`src/rtl/seg7_pkg.sv`:
```
// Shared 7-segment definitions: pattern type, legal digit codes, error value
// and the capture FSM state type.
package seg7_pkg;

   // Pattern bit 6 is segment A, bit 0 is segment G.
   typedef logic [6:0] seg7_pattern_t;

   localparam seg7_pattern_t SEG7_0     = 7'b1111110;
   localparam seg7_pattern_t SEG7_1     = 7'b0110000;
   localparam seg7_pattern_t SEG7_2     = 7'b1101101;
   localparam seg7_pattern_t SEG7_3     = 7'b1111001;
   localparam seg7_pattern_t SEG7_4     = 7'b0110011;
   localparam seg7_pattern_t SEG7_5     = 7'b1011011;
   localparam seg7_pattern_t SEG7_6     = 7'b1011111;
   localparam seg7_pattern_t SEG7_7     = 7'b1110000;
   localparam seg7_pattern_t SEG7_8     = 7'b1111111;
   localparam seg7_pattern_t SEG7_9     = 7'b1111011;
   localparam seg7_pattern_t SEG7_BLANK = 7'b0000000;

   localparam logic [3:0] SEG7_ERR_VALUE = 4'hF;

   typedef enum logic [1:0] {
      StIdle,
      StSettle,
      StCaptured
   } cap_state_t;

endpackage

```
`src/rtl/seg7_pattern_decode.sv`:
```
// Combinational 7-segment pattern to binary digit decoder.
module seg7_pattern_decode
   import seg7_pkg::*;
(
   input  logic [6:0] pattern,
   output logic       is_blank,
   output logic       is_error,
   output logic [3:0] value
);

   // Map each legal code to its digit; anything else but blank is an error.
   always_comb begin
      is_blank = 1'b0;
      is_error = 1'b0;
      value    = SEG7_ERR_VALUE;
      case (pattern)
         SEG7_0:     value = 4'd0;
         SEG7_1:     value = 4'd1;
         SEG7_2:     value = 4'd2;
         SEG7_3:     value = 4'd3;
         SEG7_4:     value = 4'd4;
         SEG7_5:     value = 4'd5;
         SEG7_6:     value = 4'd6;
         SEG7_7:     value = 4'd7;
         SEG7_8:     value = 4'd8;
         SEG7_9:     value = 4'd9;
         SEG7_BLANK: is_blank = 1'b1;
         default:    is_error = 1'b1;
      endcase
   end

endmodule

```
`src/rtl/seg7_capture_decoder.sv`:
```
// Captures stable digits from a multiplexed 7-segment bus and streams
// {index, value} out over a valid/ready slot.
module seg7_capture_decoder
   import seg7_pkg::*;
#(
   parameter int NUM_DIGITS      = 4,
   parameter int STABLE_CYCLES   = 16,
   parameter int SUPPRESS_REPEAT = 1,
   localparam int IDX_W          = (NUM_DIGITS > 1) ? $clog2(NUM_DIGITS) : 1
) (
   input  logic                  i_Clk,
   input  logic                  i_Rst_L,
   input  logic                  i_Segment_A,
   input  logic                  i_Segment_B,
   input  logic                  i_Segment_C,
   input  logic                  i_Segment_D,
   input  logic                  i_Segment_E,
   input  logic                  i_Segment_F,
   input  logic                  i_Segment_G,
   input  logic [NUM_DIGITS-1:0] i_Digit_En,
   output logic                  o_Digit_Valid,
   input  logic                  i_Digit_Ready,
   output logic [IDX_W-1:0]      o_Digit_Index,
   output logic [3:0]            o_Binary_Num,
   output logic                  o_Pattern_Error,
   output logic                  o_Overrun
);

   localparam int CNT_W = $clog2(STABLE_CYCLES + 1);
   localparam logic [CNT_W-1:0] CNT_MAX = CNT_W'(STABLE_CYCLES);
   localparam logic [CNT_W-1:0] CNT_ONE = CNT_W'(1);
   localparam logic [NUM_DIGITS-1:0] EN_ONE = NUM_DIGITS'(1);

   logic [6:0]            seg_raw;
   logic [6:0]            seg_s1_q, seg_s2_q, pat_prev_q;
   logic [NUM_DIGITS-1:0] en_s1_q, en_s2_q, en_prev_q;
   cap_state_t            state_q, state_d;
   logic [CNT_W-1:0]      count_q, count_d;
   logic [3:0]            last_q [NUM_DIGITS];

   logic                  en_onehot;
   logic                  sample_change;
   logic [IDX_W-1:0]      cap_index;
   logic                  dec_blank, dec_error;
   logic [3:0]            dec_value;
   logic                  emit_try, emit_want, repeat_hit, slot_free, slot_load, overrun_d;

   logic                  valid_q, err_q, overrun_q;
   logic [IDX_W-1:0]      index_q;
   logic [3:0]            num_q;

   assign seg_raw = {i_Segment_A, i_Segment_B, i_Segment_C, i_Segment_D,
                     i_Segment_E, i_Segment_F, i_Segment_G};

   // Two-flop synchronizers plus the previous-sample register used for change detection.
   always_ff @(posedge i_Clk or negedge i_Rst_L) begin
      if (!i_Rst_L) begin
         seg_s1_q   <= '0;
         seg_s2_q   <= '0;
         pat_prev_q <= '0;
         en_s1_q    <= '0;
         en_s2_q    <= '0;
         en_prev_q  <= '0;
      end else begin
         seg_s1_q   <= seg_raw;
         seg_s2_q   <= seg_s1_q;
         pat_prev_q <= seg_s2_q;
         en_s1_q    <= i_Digit_En;
         en_s2_q    <= en_s1_q;
         en_prev_q  <= en_s2_q;
      end
   end

   assign en_onehot     = (en_s2_q != '0) && ((en_s2_q & (en_s2_q - EN_ONE)) == '0);
   assign sample_change = (en_s2_q != en_prev_q) || (seg_s2_q != pat_prev_q);

   // FSM state and stability counter registers.
   always_ff @(posedge i_Clk or negedge i_Rst_L) begin
      if (!i_Rst_L) begin
         state_q <= StIdle;
         count_q <= '0;
      end else begin
         state_q <= state_d;
         count_q <= count_d;
      end
   end

   // Next state: count identical one-hot samples, one capture per window.
   always_comb begin
      state_d = state_q;
      count_d = count_q;
      unique case (state_q)
         StIdle: begin
            if (en_onehot) begin
               state_d = StSettle;
               count_d = CNT_ONE;
            end
         end
         StSettle: begin
            if (!en_onehot) begin
               state_d = StIdle;
               count_d = '0;
            end else if (sample_change) begin
               count_d = CNT_ONE;
            end else if (count_q == CNT_MAX) begin
               state_d = StCaptured;
            end else begin
               count_d = count_q + CNT_ONE;
            end
         end
         StCaptured: begin
            if (sample_change) begin
               if (en_onehot) begin
                  state_d = StSettle;
                  count_d = CNT_ONE;
               end else begin
                  state_d = StIdle;
                  count_d = '0;
               end
            end
         end
         default: begin
            state_d = StIdle;
            count_d = '0;
         end
      endcase
   end

   // One-hot to binary index of the stable enable vector.
   always_comb begin
      cap_index = '0;
      for (int i = 0; i < NUM_DIGITS; i++) begin
         if (en_prev_q[i]) cap_index = cap_index | IDX_W'(i);
      end
   end

   seg7_pattern_decode u_decode (
      .pattern  (pat_prev_q),
      .is_blank (dec_blank),
      .is_error (dec_error),
      .value    (dec_value)
   );

   // Emit decision: the stable window matured this cycle; prev regs hold its sample.
   always_comb begin
      emit_try   = (state_q == StSettle) && (count_q == CNT_MAX);
      repeat_hit = (SUPPRESS_REPEAT != 0) && (last_q[cap_index] == dec_value);
      emit_want  = emit_try && !dec_blank && !repeat_hit;
      slot_free  = !valid_q || i_Digit_Ready;
      slot_load  = emit_want && slot_free;
      overrun_d  = emit_want && !slot_free;
   end

   // Output slot, overrun pulse and last-emitted memory.
   always_ff @(posedge i_Clk or negedge i_Rst_L) begin
      if (!i_Rst_L) begin
         valid_q   <= 1'b0;
         index_q   <= '0;
         num_q     <= '0;
         err_q     <= 1'b0;
         overrun_q <= 1'b0;
         for (int i = 0; i < NUM_DIGITS; i++) last_q[i] <= SEG7_ERR_VALUE;
      end else begin
         overrun_q <= overrun_d;
         if (slot_load) begin
            valid_q           <= 1'b1;
            index_q           <= cap_index;
            num_q             <= dec_value;
            err_q             <= dec_error;
            last_q[cap_index] <= dec_value;
         end else if (i_Digit_Ready) begin
            valid_q <= 1'b0;
         end
      end
   end

   assign o_Digit_Valid   = valid_q;
   assign o_Digit_Index   = index_q;
   assign o_Binary_Num    = num_q;
   assign o_Pattern_Error = err_q;
   assign o_Overrun       = overrun_q;

endmodule

```
`config.mk`:
```
export PLATFORM = sky130hd
export DESIGN_NAME = seg7_capture_decoder
export DESIGN_NICKNAME = d
export VERILOG_FILES = /design/src/rtl/seg7_pkg.sv /design/src/rtl/seg7_pattern_decode.sv /design/src/rtl/seg7_capture_decoder.sv
export SDC_FILE = /design/constraint.sdc
export NUM_CORES = 1
export LEC_CHECK = 0
export CAP_MARGIN = 20
export CORE_MARGIN = 5
export CORE_UTILIZATION = 30
export DETAILED_ROUTE_END_ITERATION = 8
export HOLD_SLACK_MARGIN = 0.02
export PLACE_DENSITY = 0.58
export SLEW_MARGIN = 20
export SYNTH_ARGS = -nofsm -noshare
export SYNTH_HDL_FRONTEND = slang
export SYNTH_SLANG_ARGS = --single-unit
```
`constraint.sdc`:
```
create_clock -name i_Clk -period 4.5 [get_ports i_Clk]
set_input_delay 0.675 -clock i_Clk [delete_from_list [all_inputs] [get_ports i_Clk]]
set_output_delay 0.675 -clock i_Clk [all_outputs]
set_load 0.02 [all_outputs]
```
# == After elaboration in Yosys (flattened, before gate mapping) ==
# Index checks and enable logic that the tools add are counted.
# W data, S select, Z words.
# word_totals
elab_cells,93
register_bits,65
out_inout_bits,9
# classes
magnitude_cmp,2
reduce_logical,21
bitwise,2
n_mux,28
n_eq_ne,21
n_addsub,2
# op_table
op,count
$eq A7 B7 Y1 const B,8
$pmux W4 S10,1
$mux W5,5
$bwmux W16,1
$pmux W5 S3,1
$eq A7 B6 Y1 const B,2
$mux W2,7
$mux W4,3
$reduce_or A11 Y1,1
$bmux W4 S2,1
$demux W4 S2,1
$logic_and A1 B1 Y1,7
$logic_not A7 Y1,1
$mux W1,7
$ne A7 B7 Y1,1
$ne A3 B3 Y1 const B,2
$pmux W2 S3,1
$add A5 B1 Y5 const B,1
$eq A5 B5 Y1 const B,1
$and A4 B4 Y4,1
$eq A4 B4 Y1,1
$logic_not A1 Y1,4
$logic_not A4 Y1,1
$ne A2 B2 Y1 const B,2
14 further kinds,15

# == Depth between registers and ports, before layout ==
# logic_depth
depth_word,12
ltp_mapped,10

# == Hierarchy ==
# From an unflattened synthesis, not the netlist that was laid out.
# hier_totals
hier_cells,243
area_unflattened_um2,3060.4
# modules_own_cells
mod,cells_each,area_per_inst_um2,n_inst
seg7_capture_decoder,210,2802.7,1
seg7_pattern_decode,33,257.7,1

# == Least setup slack after synthesis ==
# No wires, ideal clock.
# synth_timing
path_kind,flip-flop to flip-flop
startpoint,reg pat_prev_q[3]
endpoint,reg last_q[12] in the netlist's numbering
arrival_ns,2.465
setup_slack_ns,1.953
n_path_buf,2
path_stages_with_launch,11
required_time_ns,4.418
path_cell_list,dfrtp_1 > buf_6 > or3_4 > nor3_4 > o21ai_0 > a31o_1 > o21a_1 > a31oi_4 > buf_6 > and3b_4 > mux2_4
# synth_via
elab_chain_cells,6
elab_cells_between_ends,20
cone_classes,11 x eq/ne; 3 x mux; 6 x reduce/logical
# synth_rtl
item,line,rtl
"start, declared",seg7_capture_decoder.sv:35,"logic [6:0] seg_s1_q, seg_s2_q, pat_prev_q;"
"start signal, assigned",seg7_capture_decoder.sv:67,pat_prev_q <= seg_s2_q;
"$eq A7 B7 Y1, or another cell as far along",seg7_pattern_decode.sv:16,case (pattern)
$pmux W4 S10 or $mux W1 (tied branches),seg7_pattern_decode.sv:16,
$eq A4 B4 Y1 or $logic_not A1 Y1 (tied branches),"seg7_capture_decoder.sv:147, seg7_capture_decoder.sv:148",
$logic_not A1 Y1 or $logic_and A1 B1 Y1 (tied branches),seg7_capture_decoder.sv:148,emit_want = emit_try && !dec_blank && !repeat_hit;
$logic_and A1 B1 Y1,seg7_capture_decoder.sv:148,
$logic_and A1 B1 Y1,seg7_capture_decoder.sv:150,slot_load = emit_want && slot_free;
"end signal, assigned by index",seg7_capture_decoder.sv:170,last_q[cap_index] <= dec_value;
"end, declared",seg7_capture_decoder.sv:39,logic [3:0] last_q [NUM_DIGITS];
# Parallel ways exist; a longest one is shown, timed or not.
# A chain may end at the register's enable or synchronous reset.

# == Worst setup path after layout ==
# layout_timing
startpoint,reg pat_prev_q[2]
endpoint,reg last_q[8] in the netlist's numbering
# The elaborated chain is that of the path after synthesis.

==> reports/metrics.cfg <==
[flow_run]
cap_viol_max_count = 0

[power]
ir_worst_vdd_uv = 199
switchingPower_mw = 0.304
p_int_mw = 0.902
p_leak_nw = 1.41
clock_power_share = 0.413
power_density_nw_per_um2 = 344
sw_frac_of_total = 0.252
comb_power_share = 0.069
seqPwrFrac = 0.519

[sta]
post-route-min-period_ns = 2.99
rsz0062_at_grt = no
finalCritPeriodShare = 0.665
tightestPinTransition_ns = 0.792
fmax_mhz = 334
hold_viol_final = 0
slew_headroom = 0.472
clock-skew-final_ns = 0.00972
setup_viol = 0
setup_tns_ns = 0
whs_ns = 0.350
drv_slew = 0

[logic_synthesis]
async_flop_share = 1.00
synthFlopType = dfrtp_1
yosysWarnings = 0
synth_seq_cells = 65
ys_types = 58
syn-cell-area_sq_um = 3000
synth.avg_cell_area_sq_um = 12.7
synth-edff-count = 0
yosysSeqAreaShare = 0.548
synthCells = 237
syn-num-nets = 253

[status]
status = finished clean

[finish]
drive_gt1_frac = 0.259
fillers = 958
final_core_util = 0.359
final_cell_mix = 49 x dfrtp_1, 21 x clkdlybuf4s50_1, 19 x nor2_1
final_common_cell = dfrtp_1
area_delta_synth_final_pct = 16.8
fin_cells = 396
diodes = 0
nNetsFinal = 274

[setup_path]
path_buf_inv = 0
crit_path_start_kind = flip-flop
path_class = flip-flop to flip-flop
crit_arrival_ns = 3.26
worstPathCellList = or3_4 -> nor3_4 -> o21ai_0 -> a31o_1 -> o21a_1 -> a31oi_4 -> and3_1 -> mux2_4
ff2ff_path_depth = 8
cp_max_fo = 13
max_stage_delay_ns = 0.51
critPathSlowestCell = dfrtp_1
required_ns = 4.77
path_delay_family = compound AO/OA/AOI/OAI gates
cp-end-kind = flip-flop
crit_cells = 8

[grt]
grt_usage = 0.0980
grt_overflow = 0
grt_pass1_vias = 1867
antenna_found_initial = 0
grt_start_max_net_pins = 66
grt_pass1_wl_um = 8960

[floorplanning]
core_sq_um = 9770
die_h_um = 110
die_x_um = 110
fp-row-count = 36
num_io_pins = 23
start_util = 0.307
dieArea_sq_um = 12100

[placed_design]
dpl.cell_count = 380
hpwl_um = 3650
io_buffers = 22
gp_congestion = 0.768

[detailed_routing]
via_count = 1841
ant_nets = 0
routed_wl_um = 5310
wl_per_cell_um = 13.4
drtPass1Iterations = 4
viasPerCell = 4.65
drt_iter0_drc = 64
route.detailed.drc = 0

[clock_network]
cts_buffers = 9
h-tree-depth = 3
cts.clk_slew.worst_paths_ns = 0.07
cts-resized-gates = 0
clock_sinks = 65
clockBufferDepth = 2
cts-hold-fix-buffers = 0
clk_latency_ns = 0.35
post-cts-setup-buffers = 0
cts_tree = built
cts-root-buf = clkbuf_8

[hold_path]
hold_depth = 0
hold_path_class = flip-flop to flip-flop

## state kept, by name, summed over array words and instances, names as in the netlist, 5 cells and up
name        count
seg_s2_q        7
last_q         16
count_q         5
seg_s1_q        7
pat_prev_q      7
## Yosys cell counts, types with 3 or more instances
cell type  count  area (sq um)
a21oi_1        7          35.0
mux2_4        12           180
dfstp_2       16           420
nor3_1         3          15.0
nand3_1        4          20.0
buf_2          5          25.0
o21ai_0        8          40.0
dfrtp_1       49          1230
o22ai_1        4          25.0
xnor2_1       13           114
and3_1         4          25.0
nand2_1        4          15.0
nor2_1        19          71.3
nand4_1        4          25.0
nand2b_1       6          37.5
mux2i_1        9          90.1
inv_1          5          18.8
xor2_1         5          43.8
buf_6          3          33.8
mux2_2         9           101
## metrics by stage
| step | setup slack (ns) | power (mW) | instance area (sq um) |
|---|---|---|---|
| final | 1.51 | 1.21 | 3510 |
| after CTS | 1.50 | 1.23 | 3510 |
| after global placement | 1.57 | 0.720 | 3310 |
| after global routing | 1.36 | 1.27 | 3510 |
| after floorplan | 1.95 | 0.687 | 3000 |
| after detailed placement | 1.54 | 0.721 | 3310 |
## per-layer routing
metal | up-vias | global-route usage | wire (um)
met5 | - | 0 | 0
met4 | 0 | 0.0508 | 112
met3 | 10 | 0.0326 | 165
met2 | 27 | 0.150 | 2440
met1 | 922 | 0.123 | 2590
li1 | 882 | - | -
## power groups by stage
stage	Clock [mW]	Sequential [mW]	Combinational, mW
CTS	0.517	0.626	0.0846
finish	0.498	0.626	0.0828
floorplan	0	0.622	0.0647
global route	0.544	0.629	0.0928
global placement	0	0.636	0.0841
detailed placement	0	0.637	0.0841
## final timing paths
kind	slack (ns)	from	endpoint
max	1.51	pat_prev_q[2]	last_q[8]
min	0.35	seg_s1_q[3]	seg_s2_q[3]
max reg2reg	1.51	pat_prev_q[2]	last_q[8]
min reg2reg	0.35	seg_s1_q[3]	seg_s2_q[3]
max in group asynchronous	3.48	i_Rst_L	o_Binary_Num[3]
min in group asynchronous	0.49	i_Rst_L	seg_s1_q[3]
## worst reg2reg max path, stage by stage (launching register included)
cell     delay (ns)
dfrtp_1        0.51
or3_4          0.44
nor3_4         0.17
o21ai_0        0.12
a31o_1         0.33
o21a_1         0.24
a31oi_4        0.38
and3_1         0.40
mux2_4         0.33
## logic make-up after synthesis
kind of cell             after synthesis  synth area share
adder cells (fa/ha/maj)                2           0.00833
AO/OA/AOI/OAI                         40             0.104
XOR/XNOR                              18            0.0525
flip-flops                            65             0.548
multiplexers                          30             0.124
buffers and inverters                 18            0.0346
AND/OR/NAND/NOR                       64             0.128
## final cells by class
class	instances	area (sq um)	share of cell area
clock buffers	9	124	0.0353
clock inverters	7	77.6	0.0221
inverters	5	18.8	0.00535
multi-input cells	154	1250	0.357
flip-flops and latches	65	1650	0.469
repair buffers	23	223	0.0635
well taps	133	166	0.0474
(Power assumes the default switching activity.)
